File: src/rtl/lsu_pkg.sv
// Shared types and helpers for the load/store unit.
//  - WIDTH_* : access-width control encodings shared with the decode stage
//  - lsu_state_t : handshake FSM states
//  - width_cls_t : width class (8/16/32) derived from a WIDTH_* encoding
//  - width_class(), align_ok(), be_gen() : width decode, alignment check, byte enables
package lsu_pkg;

  localparam int DATA_W = 32;

  localparam logic [2:0] WIDTH_8S  = 3'b000;
  localparam logic [2:0] WIDTH_16S = 3'b001;
  localparam logic [2:0] WIDTH_32  = 3'b010;
  localparam logic [2:0] WIDTH_8U  = 3'b100;
  localparam logic [2:0] WIDTH_16U = 3'b101;

  typedef enum logic [1:0] {
    ST_IDLE   = 2'd0,
    ST_REQ    = 2'd1,
    ST_WAIT_R = 2'd2,
    ST_DONE   = 2'd3
  } lsu_state_t;

  typedef enum logic [1:0] {
    WCLS_8  = 2'd0,
    WCLS_16 = 2'd1,
    WCLS_32 = 2'd2
  } width_cls_t;

  // Unrecognised encodings fall back to a full-word access.
  function automatic width_cls_t width_class(input logic [2:0] w);
    case (w)
      WIDTH_8S, WIDTH_8U:   return WCLS_8;
      WIDTH_16S, WIDTH_16U: return WCLS_16;
      default:              return WCLS_32;
    endcase
  endfunction

  function automatic logic align_ok(input width_cls_t c, input logic [1:0] a);
    case (c)
      WCLS_8:  return 1'b1;
      WCLS_16: return ~a[0];
      default: return (a == 2'b00);
    endcase
  endfunction

  function automatic logic [3:0] be_gen(input width_cls_t c, input logic [1:0] a);
    case (c)
      WCLS_8:  return 4'b0001 << a;
      WCLS_16: return a[1] ? 4'b1100 : 4'b0011;
      default: return 4'b1111;
    endcase
  endfunction

endpackage

File: src/rtl/lsu_align.sv
// Combinational lane steering for the load/store unit.
//  cls         in   width class of the captured access
//  addr_lo     in   byte offset within the word (addr[1:0])
//  wdata       in   store data, low bytes significant
//  rdata       in   raw bus read word
//  be          out  byte enables
//  wdata_lanes out  store data replicated across all matching lanes
//  rdata_shift out  read word shifted so the addressed byte lands at [7:0]
module lsu_align
  import lsu_pkg::*;
(
  input  width_cls_t  cls,
  input  logic [1:0]  addr_lo,
  input  logic [31:0] wdata,
  input  logic [31:0] rdata,
  output logic [3:0]  be,
  output logic [31:0] wdata_lanes,
  output logic [31:0] rdata_shift
);

  assign be = be_gen(cls, addr_lo);

  // Replicating the store data means the byte enables alone pick the lane.
  always_comb begin
    case (cls)
      WCLS_8:  wdata_lanes = {4{wdata[7:0]}};
      WCLS_16: wdata_lanes = {2{wdata[15:0]}};
      default: wdata_lanes = wdata;
    endcase
  end

  // Zero-filled; sign/zero extension happens downstream.
  assign rdata_shift = rdata >> {addr_lo, 3'b000};

endmodule

File: src/rtl/load_store_unit.sv
// Memory-stage load/store unit owning the data-bus handshake.
//  clk_i, rst_n_i            clock, asynchronous active-low reset
//  mem_req_valid_i, mem_we_i M-stage access request and direction (1 = store)
//  addr_i, write_data_i      byte address and store data
//  width_src_i               WIDTH_* access width
//  stall_o                   holds IF..M while a transfer is in flight
//  misalign_o                single-cycle pulse when a misaligned access is rejected
//  load_data_o, load_valid_o shifted read word, valid in DONE for loads
//  bus_*                     word-aligned request with byte enables; gnt/rvalid handshake
module load_store_unit
  import lsu_pkg::*;
(
  input  logic        clk_i,
  input  logic        rst_n_i,
  input  logic        mem_req_valid_i,
  input  logic        mem_we_i,
  input  logic [31:0] addr_i,
  input  logic [31:0] write_data_i,
  input  logic [2:0]  width_src_i,
  output logic        stall_o,
  output logic        misalign_o,
  output logic [31:0] load_data_o,
  output logic        load_valid_o,
  output logic        bus_req_o,
  output logic        bus_we_o,
  output logic [31:0] bus_addr_o,
  output logic [3:0]  bus_be_o,
  output logic [31:0] bus_wdata_o,
  input  logic        bus_gnt_i,
  input  logic        bus_rvalid_i,
  input  logic [31:0] bus_rdata_i
);

  lsu_state_t  state, state_nxt;

  logic        we_p1;
  logic [31:0] addr_p1;
  logic [31:0] wdata_p1;
  width_cls_t  cls_p1;
  logic [31:0] load_data_p1;

  width_cls_t  cls_p0;
  logic        aligned_p0;
  logic        cap_req;
  logic        cap_rd;
  logic [31:0] rdata_shift;

  assign cls_p0     = width_class(width_src_i);
  assign aligned_p0 = align_ok(cls_p0, addr_i[1:0]);

  lsu_align u_align (
    .cls         (cls_p1),
    .addr_lo     (addr_p1[1:0]),
    .wdata       (wdata_p1),
    .rdata       (bus_rdata_i),
    .be          (bus_be_o),
    .wdata_lanes (bus_wdata_o),
    .rdata_shift (rdata_shift)
  );

  // Stage p0 -> p1: capture of the accepted request and of load data
  always_ff @(posedge clk_i or negedge rst_n_i) begin
    if (!rst_n_i) begin
      state        <= ST_IDLE;
      we_p1        <= 1'b0;
      addr_p1      <= '0;
      wdata_p1     <= '0;
      cls_p1       <= WCLS_8;
      load_data_p1 <= '0;
    end else begin
      state <= state_nxt;
      if (cap_req) begin
        we_p1    <= mem_we_i;
        addr_p1  <= addr_i;
        wdata_p1 <= write_data_i;
        cls_p1   <= cls_p0;
      end
      if (cap_rd) begin
        load_data_p1 <= rdata_shift;
      end
    end
  end

  always_comb begin
    state_nxt    = state;
    cap_req      = 1'b0;
    cap_rd       = 1'b0;
    stall_o      = 1'b0;
    misalign_o   = 1'b0;
    bus_req_o    = 1'b0;
    load_valid_o = 1'b0;
    case (state)
      ST_IDLE: begin
        if (mem_req_valid_i) begin
          if (aligned_p0) begin
            cap_req   = 1'b1;
            stall_o   = 1'b1;
            state_nxt = ST_REQ;
          end else begin
            misalign_o = 1'b1;
          end
        end
      end
      ST_REQ: begin
        bus_req_o = 1'b1;
        stall_o   = 1'b1;
        if (bus_gnt_i) begin
          if (we_p1) begin
            state_nxt = ST_DONE;
          end else if (bus_rvalid_i) begin
            cap_rd    = 1'b1;
            state_nxt = ST_DONE;
          end else begin
            state_nxt = ST_WAIT_R;
          end
        end
      end
      ST_WAIT_R: begin
        stall_o = 1'b1;
        if (bus_rvalid_i) begin
          cap_rd    = 1'b1;
          state_nxt = ST_DONE;
        end
      end
      ST_DONE: begin
        load_valid_o = ~we_p1;
        state_nxt    = ST_IDLE;
      end
      default: state_nxt = ST_IDLE;
    endcase
    // Keep the request-driven outputs quiet while reset is asserted.
    if (!rst_n_i) begin
      stall_o    = 1'b0;
      misalign_o = 1'b0;
    end
  end

  assign bus_we_o    = we_p1;
  assign bus_addr_o  = {addr_p1[31:2], 2'b00};
  assign load_data_o = load_data_p1;

endmodule
File: config.mk
export PLATFORM = sky130hd
export DESIGN_NAME = load_store_unit
export DESIGN_NICKNAME = d
export VERILOG_FILES = /design/src/rtl/lsu_pkg.sv /design/src/rtl/lsu_align.sv /design/src/rtl/load_store_unit.sv
export SDC_FILE = /design/constraint.sdc
export NUM_CORES = 1
export LEC_CHECK = 0
export CAP_MARGIN = 20
export CELL_PAD_IN_SITES_DETAIL_PLACEMENT = 0
export CELL_PAD_IN_SITES_GLOBAL_PLACEMENT = 2
export CORE_ASPECT_RATIO = 1.4
export CORE_MARGIN = 1
export CORE_UTILIZATION = 27
export CTS_BUF_LIST = sky130_fd_sc_hd__clkbuf_2 sky130_fd_sc_hd__clkbuf_4 sky130_fd_sc_hd__clkbuf_8
export DETAILED_ROUTE_END_ITERATION = 10
export MAX_ROUTING_LAYER = met4
export PLACE_DENSITY = 0.84
export SLEW_MARGIN = 10
export SYNTH_ARGS = -nofsm -noshare
export SYNTH_HDL_FRONTEND = slang
export SYNTH_SLANG_ARGS = --single-unit
export TNS_END_PERCENT = 1
File: constraint.sdc
create_clock -name clk_i -period 2 [get_ports clk_i]
set_clock_uncertainty 0.05 [all_clocks]
set_input_delay 0.4 -clock clk_i [delete_from_list [all_inputs] [get_ports clk_i]]
set_output_delay 0.4 -clock clk_i [all_outputs]
set_load 0.02 [all_outputs]
==> results of run 1 <==
[state kept, by name, summed over array words and instances (netlist names)]
signal and cells:
load_data_o 32, addr_p1 32, state 2, cls_p1 2, bus_we_o 1, wdata_p1 32
[logic make-up (layout without fill, tap and decap cells)]
logic type | after synthesis | count (layout) | share of synthesized area
multiplexers | 115 | 115 | 0.253
flip-flops | 101 | 101 | 0.495
AND/OR/NAND/NOR | 74 | 74 | 0.0632
buffers and inverters | 71 | 257 | 0.0931
AO/OA/AOI/OAI | 69 | 69 | 0.0825
adder cells (fa/ha/maj) | 5 | 5 | 0.0122
other | 1 | 2 | 0.000734
[worst max path at each step]
stage	from	slack, ns	endpoint
6_report	cls_p1[1]$_DFFE_PN0P_	-0.07	bus_wdata_o[13]
5_1_grt	cls_p1[1]$_DFFE_PN0P_	-0.12	bus_wdata_o[10]
4_1_cts	state[0]$_DFFE_PN0P_	-0.14	stall_o
3_5_place_dp	width_src_i[1]	-0.63	stall_o
3_3_place_gp	width_src_i[1]	-0.63	stall_o
2_1_floorplan	state[0]$_DFFE_PN0P_	0.05	stall_o
[layout make-up]
class / instances / area share
Timing Repair Buffer: 236 / 0.298
Clock inverter: 7 / 0.0107
Inverter: 5 / 0.00251
Multi-Input combinational cell: 265 / 0.293
Tap cell: 244 / 0.0408
Clock buffer: 9 / 0.0165
Sequential cell: 101 / 0.338
[cells in the mapped netlist]
| cell type | number | area, um^2 |
|---|---|---|
| o21ai_0 | 26 | 130 |
| mux2i_1 | 24 | 240 |
| nor2b_1 | 11 | 68.8 |
| clkbuf_1 | 5 | 18.8 |
| o211ai_2 | 2 | 25.0 |
| dfrtp_1 | 101 | 2530 |
| nor2_1 | 15 | 56.3 |
| a21oi_1 | 17 | 85.1 |
| o22ai_1 | 1 | 6.26 |
| conb_1 | 1 | 3.75 |
| buf_2 | 8 | 40.0 |
| nand2b_1 | 2 | 12.5 |
| a2bb2oi_1 | 1 | 8.76 |
| o31ai_1 | 8 | 60.1 |
| nand3_1 | 1 | 5.00 |
| inv_1 | 5 | 18.8 |
| buf_4 | 47 | 353 |
| a21o_1 | 2 | 15.0 |
| o21bai_1 | 2 | 15.0 |
| a211oi_1 | 9 | 67.6 |
| nor3_1 | 2 | 10.0 |
| buf_6 | 3 | 33.8 |
| buf_1 | 3 | 11.3 |
| and3b_1 | 1 | 8.76 |
| nor3b_1 | 1 | 7.51 |
| nand2_1 | 41 | 154 |
| mux2_4 | 8 | 120 |
| ha_1 | 5 | 62.6 |
| mux2_2 | 83 | 935 |
| a21oi_2 | 1 | 8.76 |
[where the power goes]
group | total [mW] | switching [mW] | internal, mW
logic | 7.51 | 3.74 | 3.76
clock network | 1.37 | 0.773 | 0.594
registers | 3.69 | 0.651 | 3.04
total | 12.6 | 5.17 | 7.40
[layer usage]
metal / track usage / vias to the layer above
met2: 0.268 / 134
met5: - / -
li1: - / 1830
met4: 0.0682 / 0
met3: 0.0321 / 19
met1: 0.165 / 1906
[layout by cell type, fill, tap and decap left out, types with 3 or more instances in the layout]
master	instances
nor2b_1	10
dlymetal6s2s_1	3
mux2_4	14
o21ai_1	3
nor2_1	13
a21oi_1	17
ha_1	4
inv_1	3
a211oi_1	9
buf_2	18
dfrtp_1	99
buf_4	30
mux2i_1	24
mux2_2	77
clkbuf_8	9
nand2_1	41
o21ai_0	23
clkdlybuf4s50_1	170
o31ai_1	8
inv_6	3
buf_6	11
[stage by stage]
step	worst slack, ns	TNS, ns	total power [mW]	hold WS, ns
after floorplan	0.0509	0	8.28	0.0544
after global placement	-0.632	-36.78	11.2	0.368
after detailed placement	-0.630	-39.35	11.3	0.376
after CTS	-0.138	-1.34	12.5	0.442
after global routing	-0.118	-1.09	13.3	0.284
final	-0.0694	-0.436	12.6	0.279
[timing repair]
item	in CTS	in global routing
setup endpoints to repair	99	80
hold buffers	1	0
hold endpoints to repair	13	0
pin swaps	1	4
resized for setup	147	41
buffers inserted	0	1
==> impl_metrics.py, run 1 <==
metrics = {
    "run_status": {
        "status": "finished, violations left",
        "failed_checks": "negative setup slack",
    },
    "timing": {
        "rsz0062_at_grt": "yes",
        "finalMaxSlewViolations": 0,
        "clock.fmax_mhz": 483,
        "final_ws_setup_ns": -0.0694,
        "hold_viol": 0,
        "max_slew_margin_vs_limit": 0.459,
        "post-route-period-util": 1.03,
        "period_minus_slack_ns": 2.07,
        "setup_viol": 9,
        "worst-slew-pin-transition_ns": 0.812,
    },
    "global_route": {
        "number_of_global_route_vias_before_repair": 4174,
        "global_route.usage.total": 0.152,
        "wire_length_of_the_first_global_routing_pass_mm": 22.1,
        "antenna_violations_before_repair": 0,
        "grt.overflow.total": 0,
        "maximum_number_of_pins_on_one_net_before_global_route_repair": 69,
    },
    "synth": {
        "sequential_area_share_after_synthesis": 0.495,
        "yosysWarnings": 0,
        "netlist_instances": 436,
        "synth_seq_cells": 101,
        "syn_area_um2": 5110,
        "post_syn_area_per_cell_um2": 11.7,
        "yosys.cell_types.count": 30,
    },
    "finish": {
        "post_route_cell_area_um2": 7490,
        "layout-drive-gt1-share": 0.292,
        "layout.nets": 728,
        "n_antenna_cell": 0,
        "final_core_util": 0.404,
        "post_layout_nonfiller_instances": 867,
        "fillers": 1805,
        "layout-area-overhead-vs-synth_pct": 46.5,
        "ff_latch_area_um2": 2530,
        "multi_input_area_um2": 2190,
    },
    "routing": {
        "num_vias": 3889,
        "routed-wl-met2_mm": 7.59,
        "post_drt_via_cell_ratio": 4.49,
        "drt.antenna.violating_nets": 0,
        "maxUsedRoutingLayer": "met4",
        "drt_iter0_drc": 136,
        "detail_route.wl_per_cell_um": 16.4,
        "detail_route.drc_violations": 0,
        "wl_met1_mm": 5.57,
        "wirelength_mm": 14.2,
        "first_pass_iteration_count_of_the_detailed_router": 4,
        "wl_met3_um": 767,
    },
    "placement": {
        "dpl.hpwl_mm": 10.7,
        "place_area_um2": 7270,
        "io_buffer_count": 206,
        "routabilityCongestion": 0.779,
        "number_of_cells_after_detailed_placement": 849,
    },
    "critical_path": {
        "crit_top_cell": "buf_6",
        "cp_cell_sequence": "nor2_4 > buf_6 > mux2_2 > buf_6",
        "ff2ff_setup_slack_ns": 0.12,
        "crit_cells": 4,
        "timing_worst_setup_path_type": "register to output port",
        "crit_path_end_kind": "output port",
        "crit_arrival_ns": 1.62,
        "timing.critical_path.fanout_max": 4,
        "destination_of_the_worst_register_to_register_timing_path": "load_data_o[2]$_DFFE_PN0P_",
        "kind_of_cell_adding_the_most_delay_to_the_critical_path": "flip-flops",
        "rr_worst_depth": 7,
        "crit_path_max_incr_delay_ns": 0.47,
        "slowest_stage": "dfrtp_2",
        "cp.buffers_inverters": 2,
        "worst-endpoint-required_ns": 1.55,
        "start_kind": "register",
        "r2r_start": "state[1]$_DFFE_PN0P_",
    },
    "floorplan": {
        "design.die.area_um2": 19500,
        "die-height_um": 165,
        "top_level_ports": 210,
        "die_width_um": 118,
        "initial_utilization": 0.276,
        "core_um2": 18500,
        "placement_rows": 59,
    },
    "clock_network": {
        "clock_pin_slew_of_the_registers_on_the_worst_case_setup_and_hold_paths_ns": 0.10,
        "clk_latency_ns": 0.39,
        "cts-root-buf": "clkbuf_8",
        "cts-root-to-sink-buffers": 2,
        "cts_made_buffers": 9,
        "htreeDepth": 3,
        "clock_tree_from_tritoncts": "built",
        "tritoncts_num_sinks": 101,
    },
    "flow_run": {
        "drv_cap": 0,
    },
    "pwr": {
        "vdd.ir_drop.worst_uv": 967,
        "leakage_nw": 3.25,
        "power_density_cells_nw_per_um2": 1680,
    },
    "worst_hold_path": {
        "min_from": "addr_i[0]",
        "worstHoldPathType": "primary input to register",
        "worstHoldPathCells": 2,
        "holdPathEnd": "addr_p1[0]$_DFFE_PN0P_",
    },
}
Note: power is estimated with default switching activity, not from simulation.
==> inputs of run 2 (changes only) <==
--- a/config.mk
+++ b/config.mk
@@ -8,8 +8,7 @@
 export CAP_MARGIN = 20
 export CELL_PAD_IN_SITES_DETAIL_PLACEMENT = 0
 export CELL_PAD_IN_SITES_GLOBAL_PLACEMENT = 2
-export CORE_ASPECT_RATIO = 1.4
-export CORE_MARGIN = 1
+export CORE_MARGIN = 3
 export CORE_UTILIZATION = 27
 export CTS_BUF_LIST = sky130_fd_sc_hd__clkbuf_2 sky130_fd_sc_hd__clkbuf_4 sky130_fd_sc_hd__clkbuf_8
 export DETAILED_ROUTE_END_ITERATION = 10
==> impl_metrics.py, run 2 (synthesized netlist as in run 1, its figures left out) <==
metrics = {
    "placement": {
        "routabilityCongestion": 0.812,
        "io_buffer_count": 206,
        "number_of_cells_after_detailed_placement": 831,
        "dpl.hpwl_mm": 10.9,
        "pre_cts_slack_ns": -0.654,
    },
    "critical_path": {
        "rr_worst_depth": 6,
        "destination_of_the_worst_register_to_register_timing_path": "load_data_o[3]$_DFFE_PN0P_",
        "worst-endpoint-required_ns": 1.55,
        "r2r_start": "state[0]$_DFFE_PN0P_",
        "startpoint_of_the_most_critical_setup_path": "cls_p1[1]$_DFFE_PN0P_",
        "crit_arrival_ns": 1.58,
        "timing.critical_path.fanout_max": 4,
        "ff2ff_setup_slack_ns": 0.15,
        "timing_worst_setup_path_type": "register to output port",
        "crit_path_end_kind": "output port",
        "start_kind": "register",
    },
    "finish": {
        "post_layout_nonfiller_instances": 852,
        "fillers": 1750,
        "final_core_util": 0.406,
        "final_common_cell": "clkdlybuf4s50_1",
        "layout.nets": 727,
        "layout-drive-gt1-share": 0.283,
        "layout-area-overhead-vs-synth_pct": 45.3,
        "layout.cells.most_common_list": "170 x clkdlybuf4s50_1, 100 x dfrtp_1, 83 x mux2_2",
    },
    "routing": {
        "detail_route.drc_violations": 0,
        "drt.antenna.violating_nets": 0,
        "detail_route.wl_per_cell_um": 17.2,
        "first_pass_iteration_count_of_the_detailed_router": 4,
        "post_drt_via_cell_ratio": 4.52,
        "drt_iter0_drc": 155,
        "wirelength_mm": 14.6,
        "num_vias": 3848,
    },
    "run_status": {
        "status": "finished, violations left",
        "failed_checks": "negative setup slack",
    },
    "global_route": {
        "antenna_violations_before_repair": 2,
        "global_route.usage.total": 0.146,
        "wire_length_of_the_first_global_routing_pass_mm": 22.8,
        "number_of_global_route_vias_before_repair": 4165,
        "maximum_number_of_pins_on_one_net_before_global_route_repair": 86,
        "grt.overflow.total": 0,
    },
    "timing": {
        "max_slew_margin_vs_limit": 0.565,
        "final_ws_setup_ns": -0.0334,
        "rsz0062_at_grt": "yes",
        "finalMaxSlewViolations": 0,
        "setup_viol": 10,
        "period_minus_slack_ns": 2.03,
        "post-route-period-util": 1.02,
        "hold_viol": 0,
        "worst-slew-pin-transition_ns": 0.652,
        "clock.fmax_mhz": 492,
        "fin_tns_setup_ns": -0.243,
    },
    "pwr": {
        "leakage_nw": 3.20,
        "vdd.ir_drop.worst_uv": 898,
        "power_density_cells_nw_per_um2": 1650,
    },
    "floorplan": {
        "initial_utilization": 0.280,
        "die_width_um": 144,
        "design.die.area_um2": 20600,
        "core_um2": 18300,
        "die-height_um": 144,
        "top_level_ports": 210,
        "placement_rows": 49,
    },
    "worst_hold_path": {
        "worstHoldPathType": "primary input to asynchronous set/reset pin",
    },
    "clock_network": {
        "clock_pin_slew_of_the_registers_on_the_worst_case_setup_and_hold_paths_ns": 0.10,
        "cts-root-buf": "clkbuf_8",
        "htreeDepth": 3,
        "cts-root-to-sink-buffers": 2,
        "clock_tree_from_tritoncts": "built",
        "cts_made_buffers": 9,
        "clk_latency_ns": 0.36,
        "tritoncts_num_sinks": 101,
    },
    "flow_run": {
        "drv_cap": 0,
    },
}
==> run 2: area by class of cell <==
cell class | count | area (um^2) | share of cell area
clock buffer | 11 | 145 | 0.0195
tap | 229 | 287 | 0.0386
antenna | 2 | 5.00 | 0.000674
timing repair buffer | 235 | 2250 | 0.303
sequential | 101 | 2530 | 0.341
clock inverter | 4 | 25.0 | 0.00337
multi-input combinational | 265 | 2170 | 0.292
inverter | 5 | 18.8 | 0.00253
==> run 2: what timing repair did <==
action                                  4_1_cts  5_1_grt
gates cloned                                  0        1
pin swaps                                     3        0
gates resized for setup                     127       32
endpoints found under the hold margin        16        0
buffers inserted                              0        1
hold buffers                                  1        0
endpoints found under the setup margin       99       22
==> run 2: how the worst max path moves through the flow <==
| stage | endpoint | slack, ns |
|---|---|---|
| finish | bus_wdata_o[9] | -0.03 |
| global route | bus_wdata_o[9] | -0.12 |
| CTS | bus_wdata_o[20] | -0.18 |
| detailed placement | stall_o | -0.65 |
| global placement | stall_o | -0.64 |
| floorplan | stall_o | 0.05 |
==> run 2: per-stage QoR <==
stage          power [mW]  instance area (um^2)  hold WS [ns]
2_1_floorplan        8.28                  5120        0.0544
3_3_place_gp         11.3                  7260         0.343
3_5_place_dp         11.4                  7260         0.361
4_1_cts              12.3                  7360         0.346
5_1_grt              13.1                  7420        0.0729
6_report             12.3                  7420        0.0561
==> run 2: power by group <==
part / total (mW) / leakage [nW] / internal (mW) / switching (mW)
Clock: 1.20 / 0.0846 / 0.491 / 0.711
Combinational: 7.34 / 1.88 / 3.66 / 3.68
Sequential: 3.71 / 1.24 / 3.04 / 0.670
==> run 2: routing by layer <==
layer  part of all wire  global-route usage  wire (um)
met5                  0                   -          0
met4              0.018              0.0525        260
met3              0.081              0.0423       1190
met2               0.48               0.231       7020
met1               0.42               0.179       6160
==> run 2: critical path, stage by stage (launching register included) <==
cell and delay, ns:
dfrtp_2 0.46, nor2_4 0.10, buf_4 0.15, mux2_2 0.34, buf_2 0.16
==> inputs of run 3 (changes only) <==
--- a/config.mk
+++ b/config.mk
@@ -9,13 +9,15 @@
 export CELL_PAD_IN_SITES_DETAIL_PLACEMENT = 0
 export CELL_PAD_IN_SITES_GLOBAL_PLACEMENT = 2
 export CORE_MARGIN = 3
-export CORE_UTILIZATION = 27
+export CORE_UTILIZATION = 28
 export CTS_BUF_LIST = sky130_fd_sc_hd__clkbuf_2 sky130_fd_sc_hd__clkbuf_4 sky130_fd_sc_hd__clkbuf_8
 export DETAILED_ROUTE_END_ITERATION = 10
 export MAX_ROUTING_LAYER = met4
 export PLACE_DENSITY = 0.84
+export SKIP_LAST_GASP = 1
 export SLEW_MARGIN = 10
 export SYNTH_ARGS = -nofsm -noshare
 export SYNTH_HDL_FRONTEND = slang
+export SYNTH_HIERARCHICAL = 1
 export SYNTH_SLANG_ARGS = --single-unit
 export TNS_END_PERCENT = 1
==> impl_metrics.py, run 3 <==
metrics = {
    "run_status": {
        "status": "finished, violations left",
        "failed_checks": "negative setup slack",
    },
    "timing": {
        "hold_viol": 0,
        "final_ws_setup_ns": -0.0484,
        "period_minus_slack_ns": 2.05,
        "finalMaxSlewViolations": 0,
        "max_slew_margin_vs_limit": 0.374,
        "worst-slew-pin-transition_ns": 0.939,
        "setup_viol": 27,
        "clock.fmax_mhz": 488,
        "timing.hold.ws_ns": 0.397,
        "rsz0062_at_grt": "yes",
        "post-route-period-util": 1.02,
    },
    "placement": {
        "pre_cts_slack_ns": -0.625,
        "dpl.hpwl_mm": 9.98,
        "io_buffer_count": 206,
        "routabilityCongestion": 0.726,
    },
    "pwr": {
        "clock_power_share": 0.103,
        "total_power_mw": 12.6,
        "vdd.ir_drop.worst_uv": 1050,
        "leakage_nw": 3.28,
        "cell_internal_pwr_mw": 7.56,
        "switching_share": 0.399,
        "comb_power_frac": 0.603,
        "power_density_cells_nw_per_um2": 1660,
        "share_seq_of_total_power": 0.294,
        "switching_power_mw": 5.01,
    },
    "routing": {
        "detail_route.drc_violations": 0,
        "post_drt_via_cell_ratio": 4.51,
        "wirelength_mm": 13.4,
        "detail_route.wl_per_cell_um": 16.4,
        "num_vias": 3686,
        "first_pass_iteration_count_of_the_detailed_router": 6,
        "drt.antenna.violating_nets": 0,
        "drt_iter0_drc": 154,
    },
    "finish": {
        "layout-drive-gt1-share": 0.333,
        "layout.cells.most_common_list": "171 x clkdlybuf4s50_1, 103 x mux2_2, 99 x dfrtp_1",
        "layout-area-overhead-vs-synth_pct": 45.0,
        "layout.nets": 691,
        "final_common_cell": "clkdlybuf4s50_1",
        "final_core_util": 0.416,
    },
    "floorplan": {
        "die_width_um": 142,
        "core_um2": 18100,
        "design.die.area_um2": 20300,
        "top_level_ports": 210,
        "die-height_um": 142,
        "initial_utilization": 0.287,
        "placement_rows": 49,
    },
    "synth": {
        "netlist.top_cell.by_area": "dfrtp_1",
        "synth-main-ff-cell": "dfrtp_1",
        "synth_seq_cells": 101,
        "syn_area_um2": 5210,
        "synthTopCellsByCount": "108 x mux2_2, 101 x dfrtp_1, 42 x buf_4",
        "post_syn_area_per_cell_um2": 13.1,
        "yosysWarnings": 6,
        "synthMostInstantiatedCell": "mux2_2",
        "synth_enable_flop_cells": 0,
        "yosys.area.top_type_share": 0.485,
        "largest_cells_by_area_after_synthesis": "dfrtp_1 49%, mux2_2 23%, mux2i_1 7.7%, buf_4 6.1%, mux2_4 2.3%",
        "sequential_area_share_after_synthesis": 0.485,
        "synthArstFlopShare": 1.00,
        "netlist_instances": 397,
        "yosys.cell_types.count": 29,
    },
    "critical_path": {
        "endpoint": "load_valid_o",
        "kind_of_cell_adding_the_most_delay_to_the_critical_path": "buffers and inverters",
        "ff2ff_setup_slack_ns": 0.16,
        "crit_path_max_incr_delay_ns": 0.40,
        "rr_worst_depth": 5,
        "cp.buffers_inverters": 2,
        "destination_of_the_worst_register_to_register_timing_path": "wdata_p1[28]$_DFFE_PN0P_",
        "start_kind": "register",
        "crit_arrival_ns": 1.60,
        "slowest_stage": "dfrtp_1",
        "cp_cell_sequence": "buf_4 > ha_1 > nor2b_1 > dlygate4sd2_1",
        "r2r_start": "state[1]$_DFFE_PN0P_",
        "timing_worst_setup_path_type": "register to output port",
        "timing.critical_path.fanout_max": 3,
        "worst-endpoint-required_ns": 1.55,
        "crit_cells": 4,
        "crit_path_end_kind": "output port",
        "startpoint_of_the_most_critical_setup_path": "state[0]$_DFFE_PN0P_",
    },
    "clock_network": {
        "clock_tree_from_tritoncts": "built",
        "clk_latency_ns": 0.38,
        "cts-root-to-sink-buffers": 2,
        "cts_made_buffers": 9,
        "tritoncts_num_sinks": 101,
        "htreeDepth": 3,
        "cts-root-buf": "clkbuf_8",
        "clock_pin_slew_of_the_registers_on_the_worst_case_setup_and_hold_paths_ns": 0.11,
    },
    "global_route": {
        "grt.overflow.total": 0,
        "wire_length_of_the_first_global_routing_pass_mm": 21.2,
        "maximum_number_of_pins_on_one_net_before_global_route_repair": 71,
        "global_route.usage.total": 0.137,
        "number_of_global_route_vias_before_repair": 4017,
        "antenna_violations_before_repair": 1,
    },
    "flow_run": {
        "drv_cap": 0,
    },
    "worst_hold_path": {
        "worstHoldPathType": "primary input to register",
    },
}
==> run 3: worst min-delay path by stage <==
stage	startpoint	endpoint	slack (ns)	cells past startpoint
after global placement	rst_n_i	bus_we_o$_DFFE_PN0P_	0.41	2
after floorplan	rst_n_i	addr_p1[0]$_DFFE_PN0P_	0.05	0
final	width_src_i[0]	cls_p1[0]$_DFFE_PN0P_	0.40	3
after CTS	width_src_i[0]	cls_p1[0]$_DFFE_PN0P_	0.36	3
after global routing	width_src_i[0]	cls_p1[0]$_DFFE_PN0P_	0.39	3
after detailed placement	rst_n_i	bus_we_o$_DFFE_PN0P_	0.42	2
==> run 3: layer usage <==
| layer | global-route usage | share of wire |
|---|---|---|
| met1 | 0.162 | 0.43 |
| met2 | 0.223 | 0.49 |
| met3 | 0.0383 | 0.067 |
| met4 | 0.0485 | 0.017 |
| met5 | - | 0 |
==> run 3: cells by family after synthesis <==
| family | count (synthesis) | synth area share |
|---|---|---|
| compound gates | 28 | 0.0365 |
| fa+ha+maj | 5 | 0.0120 |
| buf+inv | 66 | 0.0927 |
| flops | 101 | 0.485 |
| mux | 156 | 0.333 |
| other cells | 1 | 0.000720 |
| simple gates | 40 | 0.0394 |
==> run 3: per-stage QoR <==
step | instance area [um^2] | setup TNS [ns] | cells
final | 7550 | -0.740 | 817
after global routing | 7550 | -3.82 | 816
after CTS | 7550 | -6.33 | 815
after detailed placement | 7320 | -37.95 | 797
after global placement | 7320 | -34.89 | 797
after floorplan | 5220 | 0 | 398
==> run 3: area by class of cell <==
| type | count | area, um^2 |
|---|---|---|
| fill | 1748 | 10600 |
| inverter | 6 | 22.5 |
| multi-input combinational | 231 | 2250 |
| sequential | 101 | 2530 |
| timing repair buffer | 232 | 2270 |
| clock inverter | 7 | 66.3 |
| clock buffer | 9 | 124 |
| antenna | 2 | 5.00 |
| tap | 229 | 287 |
==> run 3: power by group through the flow <==
stage / registers (mW) / logic, mW / clock network [mW]
after floorplan: 3.95 / 4.58 / 0
after global placement: 3.68 / 7.63 / 0
after detailed placement: 3.73 / 7.69 / 0
after CTS: 3.71 / 7.70 / 1.38
after global routing: 3.84 / 8.10 / 1.47
final: 3.70 / 7.58 / 1.29
==> run 3: timing repair <==
action,in CTS,in global routing
endpoints found under the setup margin,98,100
hold endpoints to repair,22,0
hold buffers,1,0
gates resized for setup,145,1
pin swaps,2,0
buffers inserted,1,0
==> run 3: tightest hold or removal path, cell delays in order <==
cell	delay, ns
dlygate4sd2_1	0.25
nand2b_1	0.06
o21ai_0	0.07
